**config.mk**
```make
export PLATFORM = sky130hd
export DESIGN_NAME = stream_asyn_fifo_write_v2_flat
export DESIGN_NICKNAME = d
export VERILOG_FILES = /design/src/rtl/stream_asyn_fifo_write_v2_if.sv /design/src/rtl/stream_asyn_fifo_write_v2.sv /design/src/flat_wrapper.sv
export SDC_FILE = /design/constraint.sdc
export NUM_CORES = 1
export LEC_CHECK = 0
export ABC_AREA = 1
export CORE_MARGIN = 3
export CORE_UTILIZATION = 32
export DETAILED_ROUTE_END_ITERATION = 16
export PLACE_DENSITY_LB_ADDON = 0.12
export SETUP_SLACK_MARGIN = 0.05
export SLEW_MARGIN = 20
export SYNTH_ARGS = -nofsm -noshare
export SYNTH_HDL_FRONTEND = slang
export SYNTH_SLANG_ARGS = --single-unit
```
**constraint.sdc**
```tcl
create_clock -name w_clk -period 6.3 [get_ports w_clk]
set_input_delay 0.945 -clock w_clk [delete_from_list [all_inputs] [get_ports w_clk]]
set_output_delay 0.945 -clock w_clk [all_outputs]
set_load 0.02 [all_outputs]
```
**src/rtl/stream_asyn_fifo_write_v2_if.sv**
```systemverilog
// Write-side bundle of the framed async stream FIFO.
// The source drives commands and the synchronised read pointer; the controller drives RAM and status.
interface stream_asyn_fifo_write_v2_if #(
  parameter int AW = 6
);
  logic [2:0]    w_cmd;
  logic [AW:0]   r2w_ptr;
  logic [AW-1:0] w_addr;
  logic          w_we;
  logic [AW:0]   wptr;
  logic          w_full;
  logic          w_afull;
  logic [AW:0]   w_level;
  logic [AW:0]   w_frame_len;
  logic          w_drop;
  logic          w_error;

  modport master (
    output w_cmd, r2w_ptr,
    input  w_addr, w_we, wptr, w_full, w_afull, w_level, w_frame_len, w_drop, w_error
  );

  modport slave (
    input  w_cmd, r2w_ptr,
    output w_addr, w_we, wptr, w_full, w_afull, w_level, w_frame_len, w_drop, w_error
  );
endinterface

```
**src/rtl/stream_asyn_fifo_write_v2.sv**
```systemverilog
// Write-side controller of the framed async stream FIFO: tracks data/commit/head pointers over an
// even-depth pointer ring [MINB,MAXB] and publishes only committed frames as a Gray pointer.
//
//   state   | meaning
//   S_IDLE  | between frames, wp = sp + HEADSIZE
//   S_DATA  | collecting data words of a frame
//   S_HEADS | back-filling reserved head words at hp
//   S_DROP  | frame overflowed, swallowing words until EOF/DISCARD
module stream_asyn_fifo_write_v2 #(
  parameter int AW        = 6,
  parameter int DEPTH     = 44,
  parameter int HEADSIZE  = 0,
  parameter int AFULL_TH  = 40,
  parameter int AUTO_DROP = 1
) (
  input logic                       w_clk,
  input logic                       w_rst_n,
  stream_asyn_fifo_write_v2_if.slave bus
);
  localparam int MINB_I = (1 << AW) - DEPTH;
  localparam int MAXB_I = (1 << (AW + 1)) - 1 - MINB_I;
  localparam int SPAN_I = 2 * DEPTH;
  localparam int ERR_I  = DEPTH + HEADSIZE;
  localparam int WP0_I  = MINB_I + HEADSIZE;

  localparam logic [AW:0]   MINB    = MINB_I[AW:0];
  localparam logic [AW:0]   MAXB    = MAXB_I[AW:0];
  localparam logic [AW+1:0] SPAN    = SPAN_I[AW+1:0];
  localparam logic [AW:0]   MINB2   = {MINB[AW-1:0], 1'b0};
  localparam logic [AW:0]   HS      = HEADSIZE[AW:0];
  localparam logic [AW:0]   DEPTH_P = DEPTH[AW:0];
  localparam logic [AW:0]   AFULL_P = AFULL_TH[AW:0];
  localparam logic [AW:0]   ERR_TH  = ERR_I[AW:0];
  localparam logic [AW:0]   WP0     = WP0_I[AW:0];
  localparam logic [AW:0]   ONE     = {{AW{1'b0}}, 1'b1};

  localparam logic [2:0] C_WRITE = 3'd1;
  localparam logic [2:0] C_EOFW  = 3'd2;
  localparam logic [2:0] C_EOF   = 3'd3;
  localparam logic [2:0] C_HEAD  = 3'd4;
  localparam logic [2:0] C_HEADL = 3'd5;
  localparam logic [2:0] C_DISC  = 3'd6;
  localparam logic [2:0] C_RSVD  = 3'd7;

  localparam logic [1:0] S_IDLE  = 2'd0;
  localparam logic [1:0] S_DATA  = 2'd1;
  localparam logic [1:0] S_HEADS = 2'd2;
  localparam logic [1:0] S_DROP  = 2'd3;

  // Ring addition; k < DEPTH so a single fold back into [MINB,MAXB] suffices.
  function automatic logic [AW:0] ptr_add(input logic [AW:0] p, input logic [AW:0] k);
    logic [AW+1:0] s;
    s = {1'b0, p} + {1'b0, k};
    if (s > {1'b0, MAXB}) s = s - SPAN;
    return s[AW:0];
  endfunction

  function automatic logic [AW-1:0] addr_of(input logic [AW:0] p);
    return p[AW] ? p[AW-1:0] : p[AW-1:0] - MINB[AW-1:0];
  endfunction

  function automatic logic [AW:0] bin2gray(input logic [AW:0] b);
    return b ^ (b >> 1);
  endfunction

  function automatic logic [AW:0] gray2bin(input logic [AW:0] g);
    logic [AW:0] b;
    b[AW] = g[AW];
    for (int i = AW - 1; i >= 0; i--) b[i] = b[i+1] ^ g[i];
    return b;
  endfunction

  logic [1:0]    state_q, state_d;
  logic [AW:0]   wp_q, wp_d;
  logic [AW:0]   sp_q, sp_d;
  logic [AW:0]   hp_q, hp_d;
  logic [AW-1:0] addr_q, addr_d;
  logic [AW:0]   flen_q, flen_d;
  logic [AW:0]   wptr_q;
  logic [AW:0]   level_q, level_d;
  logic          full_q, afull_q, drop_q, err_q;

  logic          data_we, head_we, discard, cmd_err;
  logic          is_wr, is_eof, is_head;
  logic [AW:0]   rb, diff;

  always_comb begin
    state_d = state_q;
    wp_d    = wp_q;
    sp_d    = sp_q;
    hp_d    = hp_q;
    addr_d  = addr_q;
    flen_d  = flen_q;
    data_we = 1'b0;
    head_we = 1'b0;
    discard = 1'b0;
    cmd_err = 1'b0;
    is_wr   = (bus.w_cmd == C_WRITE) || (bus.w_cmd == C_EOFW);
    is_eof  = (bus.w_cmd == C_EOFW) || (bus.w_cmd == C_EOF);
    is_head = (bus.w_cmd == C_HEAD) || (bus.w_cmd == C_HEADL);

    case (state_q)
      S_IDLE, S_DATA: begin
        if (is_wr && !full_q) begin
          data_we = 1'b1;
          wp_d    = ptr_add(wp_q, ONE);
          addr_d  = addr_of(wp_d);
          state_d = S_DATA;
          if (state_q == S_IDLE)      flen_d = ONE;
          else if (flen_q != DEPTH_P) flen_d = flen_q + ONE;
        end else if (is_wr) begin
          if (state_q == S_IDLE) flen_d = '0;
          state_d = (AUTO_DROP != 0) ? S_DROP : S_DATA;
        end else if (bus.w_cmd == C_EOF && state_q == S_IDLE) begin
          flen_d = '0;
        end
        // A blocked EOF_WRITE under auto-drop has nothing left to wait for: drop right away.
        if (is_eof && is_wr && full_q && AUTO_DROP != 0) begin
          discard = 1'b1;
        end else if (is_eof) begin
          if (HEADSIZE == 0) begin
            sp_d    = wp_d;
            state_d = S_IDLE;
          end else begin
            hp_d    = sp_q;
            addr_d  = addr_of(sp_q);
            state_d = S_HEADS;
          end
        end
      end
      S_HEADS: begin
        if (bus.w_cmd == C_HEAD) begin
          head_we = 1'b1;
          hp_d    = ptr_add(hp_q, ONE);
          addr_d  = addr_of(hp_d);
        end else if (bus.w_cmd == C_HEADL) begin
          head_we = 1'b1;
          sp_d    = wp_q;
          wp_d    = ptr_add(wp_q, HS);
          addr_d  = addr_of(wp_d);
          state_d = S_IDLE;
        end else if (is_wr || is_eof) begin
          cmd_err = 1'b1;
        end
      end
      default: begin
        if (is_eof) discard = 1'b1;
      end
    endcase

    if (bus.w_cmd == C_DISC) discard = 1'b1;
    if (discard) begin
      wp_d    = ptr_add(sp_q, HS);
      addr_d  = addr_of(wp_d);
      flen_d  = '0;
      state_d = S_IDLE;
    end
    if (bus.w_cmd == C_RSVD || (is_head && HEADSIZE == 0)) cmd_err = 1'b1;
  end

  // Modulo 2^(AW+1) the wrap case wp-rb-2*MINB equals wp-rb+2*DEPTH.
  always_comb begin
    rb = gray2bin(bus.r2w_ptr);
    if (wp_q >= rb) diff = wp_q - rb;
    else            diff = wp_q - rb - MINB2;
    level_d = diff + {{AW{1'b0}}, data_we};
  end

  always_ff @(posedge w_clk or negedge w_rst_n) begin
    if (!w_rst_n) begin
      state_q <= S_IDLE;
      wp_q    <= WP0;
      sp_q    <= MINB;
      hp_q    <= MINB;
      addr_q  <= addr_of(WP0);
      flen_q  <= '0;
      wptr_q  <= bin2gray(MINB);
      level_q <= '0;
      full_q  <= 1'b0;
      afull_q <= 1'b0;
      drop_q  <= 1'b0;
      err_q   <= 1'b0;
    end else begin
      state_q <= state_d;
      wp_q    <= wp_d;
      sp_q    <= sp_d;
      hp_q    <= hp_d;
      addr_q  <= addr_d;
      flen_q  <= flen_d;
      wptr_q  <= bin2gray(sp_q);
      level_q <= level_d;
      full_q  <= (level_d >= DEPTH_P);
      afull_q <= (level_d >= AFULL_P);
      drop_q  <= discard;
      err_q   <= err_q | cmd_err | (level_d > ERR_TH);
    end
  end

  assign bus.w_addr      = addr_q;
  assign bus.w_we        = data_we | head_we;
  assign bus.wptr        = wptr_q;
  assign bus.w_full      = full_q;
  assign bus.w_afull     = afull_q;
  assign bus.w_level     = level_q;
  assign bus.w_frame_len = flen_q;
  assign bus.w_drop      = drop_q;
  assign bus.w_error     = err_q;
endmodule

```
**src/flat_wrapper.sv**
```systemverilog
// flat-port wrapper written by rule: the top's interface ports become plain ports
module stream_asyn_fifo_write_v2_flat 
#(
  parameter int AW        = 6,
  parameter int DEPTH     = 44,
  parameter int HEADSIZE  = 0,
  parameter int AFULL_TH  = 40,
  parameter int AUTO_DROP = 1
)
  (w_clk, w_rst_n, bus_w_cmd, bus_r2w_ptr, bus_w_addr, bus_w_we, bus_wptr, bus_w_full, bus_w_afull, bus_w_level, bus_w_frame_len, bus_w_drop, bus_w_error);
  stream_asyn_fifo_write_v2_if #(.AW(AW)) bus_i ();
  input logic w_clk;
  input logic w_rst_n;
  input wire logic [$bits(bus_i.w_cmd)-1:0] bus_w_cmd;
  input wire logic [$bits(bus_i.r2w_ptr)-1:0] bus_r2w_ptr;
  output wire logic [$bits(bus_i.w_addr)-1:0] bus_w_addr;
  output wire logic [$bits(bus_i.w_we)-1:0] bus_w_we;
  output wire logic [$bits(bus_i.wptr)-1:0] bus_wptr;
  output wire logic [$bits(bus_i.w_full)-1:0] bus_w_full;
  output wire logic [$bits(bus_i.w_afull)-1:0] bus_w_afull;
  output wire logic [$bits(bus_i.w_level)-1:0] bus_w_level;
  output wire logic [$bits(bus_i.w_frame_len)-1:0] bus_w_frame_len;
  output wire logic [$bits(bus_i.w_drop)-1:0] bus_w_drop;
  output wire logic [$bits(bus_i.w_error)-1:0] bus_w_error;
  assign bus_i.w_cmd = bus_w_cmd;
  assign bus_i.r2w_ptr = bus_r2w_ptr;
  assign bus_w_addr = bus_i.w_addr;
  assign bus_w_we = bus_i.w_we;
  assign bus_wptr = bus_i.wptr;
  assign bus_w_full = bus_i.w_full;
  assign bus_w_afull = bus_i.w_afull;
  assign bus_w_level = bus_i.w_level;
  assign bus_w_frame_len = bus_i.w_frame_len;
  assign bus_w_drop = bus_i.w_drop;
  assign bus_w_error = bus_i.w_error;
  stream_asyn_fifo_write_v2 #(.AW(AW), .DEPTH(DEPTH), .HEADSIZE(HEADSIZE), .AFULL_TH(AFULL_TH), .AUTO_DROP(AUTO_DROP)) u_core (.w_clk(w_clk), .w_rst_n(w_rst_n), .bus(bus_i));
endmodule
```
==> results.md <==
- Status: complete, no violations
- CTS max path bufs: 2
- PnR worst setup slack: 1.391 ns
- Async S/R FF share, synth: 100.0%
- Final setup vio count: 0
- Fill count: 1312
- WL per Instance: 12.86 µm
- Mapped Cells: 598
- Initial Util: 33.49%
- Total CTS buffers: 5
- Antenna diode instance count: 0
- Multi-input logic area: 2550 µm²
- Worst Path Arrival: 5.10 ns
- Worst EP required: 6.49 ns
- Seq. cell area: 1364 µm²
- Startpoint Class: input pin
- Worst-skew pair later-pin latency: 0.30 ns
- GPL Wtd Cong: 0.8575
- Area of the mapped netlist: 4312 µm²
- Postcts setup bufs: 0
- Min Hold Slack: 0.4533 ns
- Clk pin slew, worst setup/hold paths: 0.07 ns
- Die width: 122.1 µm
- Clock period minus final worst setup slack: 4.909 ns
- Worst Setup SP: bus_r2w_ptr[6]
- Grt total ovfl: 0
- Initial antenna violation count: 0
- Ports: 44
- Net Count, Synth: 643
- Crit path kind: input pin to flop
- Final Slew Violations: 0
- Height of the die: 122.1 µm
- Power per cell area: 582.4 nW/µm²
- Total number of vias: 3879
- Syn-to-layout area delta: 17.99%
- Worst-case vdd ir drop: 0.3277 mV
- # DRC: 0
- Rel. slew slack: 54.44%
- Leakage dissipation: 0.002469 µW
- Initial DRC count: 227
- Util after Layout: 39.51%
- Fin. Hold Viols: 0
- First-pass GRT wire length: 17.88 mm
- Place WS: 1.042 ns
- EDFF count, synth: 0
- F_max: 203.7 MHz
- Post-CTS Hold Buffers: 0
- Die area: 14900 µm²
- Mean post-synth cell area: 7.210 µm²
- Setup Skew: 0.005817 ns
- DP HPWL: 8.324 mm
- CTS tree: done
- Root Driver: clkbuf_16
- Max-Cap Viols: 0
- Netlist cell types: 49
- Tot GR Track Use: 14.83%
- HP Class: flop to flop
- DRT Wirelength: 10.47 mm
- Yosys warning count: 0
- Clock Sinks: 54
- Area of the core: 12880 µm²
- Critical path cell sequence: clkdlybuf4s50_1 > xnor2_2 > xor2_2 > xor2_2 > xor2_1 > xnor2_1 > xor2_1 > ha_1 > fa_1 > o21ai_0 > xor2_1 > inv_1 > ha_1 > o21ai_0 > inv_1 > nor2_2 > inv_1 > nand2_1 > nand2_1 > nor2_1 > nand3_1 > nand2_1 > nand2_1
- Number of cell rows: 41
- Reg-to-reg critical path startpoint: u_core.wp_q[0]
- Register bit count reported by yosys: 54
- Placed Instances: 806
- Via count of the first global-routing pass: 3751
- CP Max Fanout: 3
- Final cell count without fillers: 814
- Top_reg_cell synth: dfrtp_1
- Tcrit/Tclk final: 77.91%
- Largest net degree at the start of global routing: 55
- Worst Max-Slew Pin Slew: 0.6833 ns
- Nets: 686
- CTS H-Tree Depth: 2
- Slowest stage delay, CP: 0.46 ns
- Share of cells above drive strength 1: 11.99%
- CP max-delay cell: clkdlybuf4s50_1
- RSZ-0062 raised after global routing: false
- Setup TNS: 0 ns
- Crit end category: flop
- Most used cell, CP: nand2_1
- Routed vias/inst: 4.765
- First-pass DRT Iterations: 5
- Buffers on Ports: 43
- Hold Startpoint: u_core.sp_q[6]
- Post-DRT Antenna Nets: 0
- Sequential-to-total area share from yosys stat: 31.63%
- Post-cts sizing count: 0
-- cell type report --
cell class              instances  share of cell area [%]
clock buffers                   7                   3.000
well taps                     172                   4.230
multi-input cells             440                   50.12
repair buffers                 45                   8.657
clock inverters                 1                  0.1722
flip-flops and latches         54                   26.81
inverters                      95                   7.009
-- final timing paths --
kind | to | slack, ns | depth (start not counted)
worst min register to register | u_core.bus.wptr[6] | 0.45 | 0
worst max register to register | u_core.bus.w_error | 3.01 | 17
max in group asynchronous | u_core.bus.w_addr[4] | 5.07 | 2
worst max-delay path | u_core.bus.w_error | 1.39 | 23
min in group asynchronous | u_core.bus.w_frame_len[3] | 0.78 | 2
worst min-delay path | u_core.bus.wptr[6] | 0.45 | 0
-- registers in the layout, summed over array words and instances (netlist names) --
name                    cells
u_core.bus.w_error          1
u_core.wp_q                 7
u_core.hp_q                 7
u_core.bus.wptr             7
u_core.bus.w_full           1
u_core.bus.w_drop           1
u_core.bus.w_addr           6
u_core.bus.w_frame_len      7
u_core.sp_q                 7
u_core.state_q              2
u_core.bus.w_afull          1
u_core.bus.w_level          7
-- cells in the final DEF (no fill, tap or decap), types with 6 or more instances in the layout --
cell and n:
nor2_2 6, inv_1 83, a21oi_1 36, a31oi_1 7
ha_1 32, inv_2 12, nand2_2 14, xor2_1 11
dfstp_2 10, o21ai_1 6, nor2_1 51, clkdlybuf4s50_1 42
dfrtp_1 44, o21ai_0 52, nand2_1 132, nand3_1 31
-- critical path, delay by kind of cell --
family / cells / cell delay (ns)
AOI/OAI and AO/OA: 2 / 0.45
xor gates and xnor gates: 7 / 1.47
adders and majority gates: 3 / 1.00
buffers and inverters: 4 / 0.70
and+or+nand+nor: 7 / 0.54
-- kinds of logic after synthesis --
group           Yosys count  synth area share (%)
simple gates            261                 27.89
xor+xnor                 20                 4.759
compound gates          126                 16.74
buf+inv                 104                 9.228
fa+ha+maj                33                 9.750
flops                    54                 31.63
-- synthesized netlist by cell type (5+ instances only) --
| cell | number | share of area [%] |
|---|---|---|
| o21ai_1 | 6 | 0.70 |
| nand3_1 | 31 | 3.6 |
| a31oi_1 | 7 | 1.0 |
| ha_1 | 32 | 9.3 |
| a21oi_1 | 36 | 4.2 |
| xor2_1 | 11 | 2.2 |
| xnor2_1 | 5 | 1.0 |
| nand4_1 | 5 | 0.73 |
| dfrtp_1 | 44 | 26 |
| o21ai_0 | 52 | 6.0 |
| inv_2 | 12 | 1.0 |
| dfstp_2 | 10 | 6.1 |
| nor2_1 | 51 | 4.4 |
| nand3_2 | 5 | 1.2 |
| nand2_1 | 132 | 11 |
| nor2_2 | 6 | 0.87 |
| inv_1 | 83 | 7.2 |
| nand2_2 | 14 | 2.0 |
-- report_power, final --
group          leakage, µW  internal (µW)  switching (µW)  total, µW
sequential        0.000638            534             167        700
combinational      0.00175            733            1230       1970
clock            0.0000801            170             127        297
total              0.00247           1440            1530       2960
-- per-stage QoR --
step | power [µW] | area, µm²
2_1_floorplan | 2130 | 4312
3_3_place_gp | 2660 | 4926
3_5_place_dp | 2683 | 4926
4_1_cts | 2997 | 5087
5_1_grt | 3317 | 5087
6_report | 2963 | 5087
-- metal layers --
metal	global-route usage (%)	wire length, µm
met1	19.64	4920
met2	25.03	5031
met3	2.089	351
met4	4.689	163
met5	0	0
No activity file was read; power rests on OpenSTA's default activity.
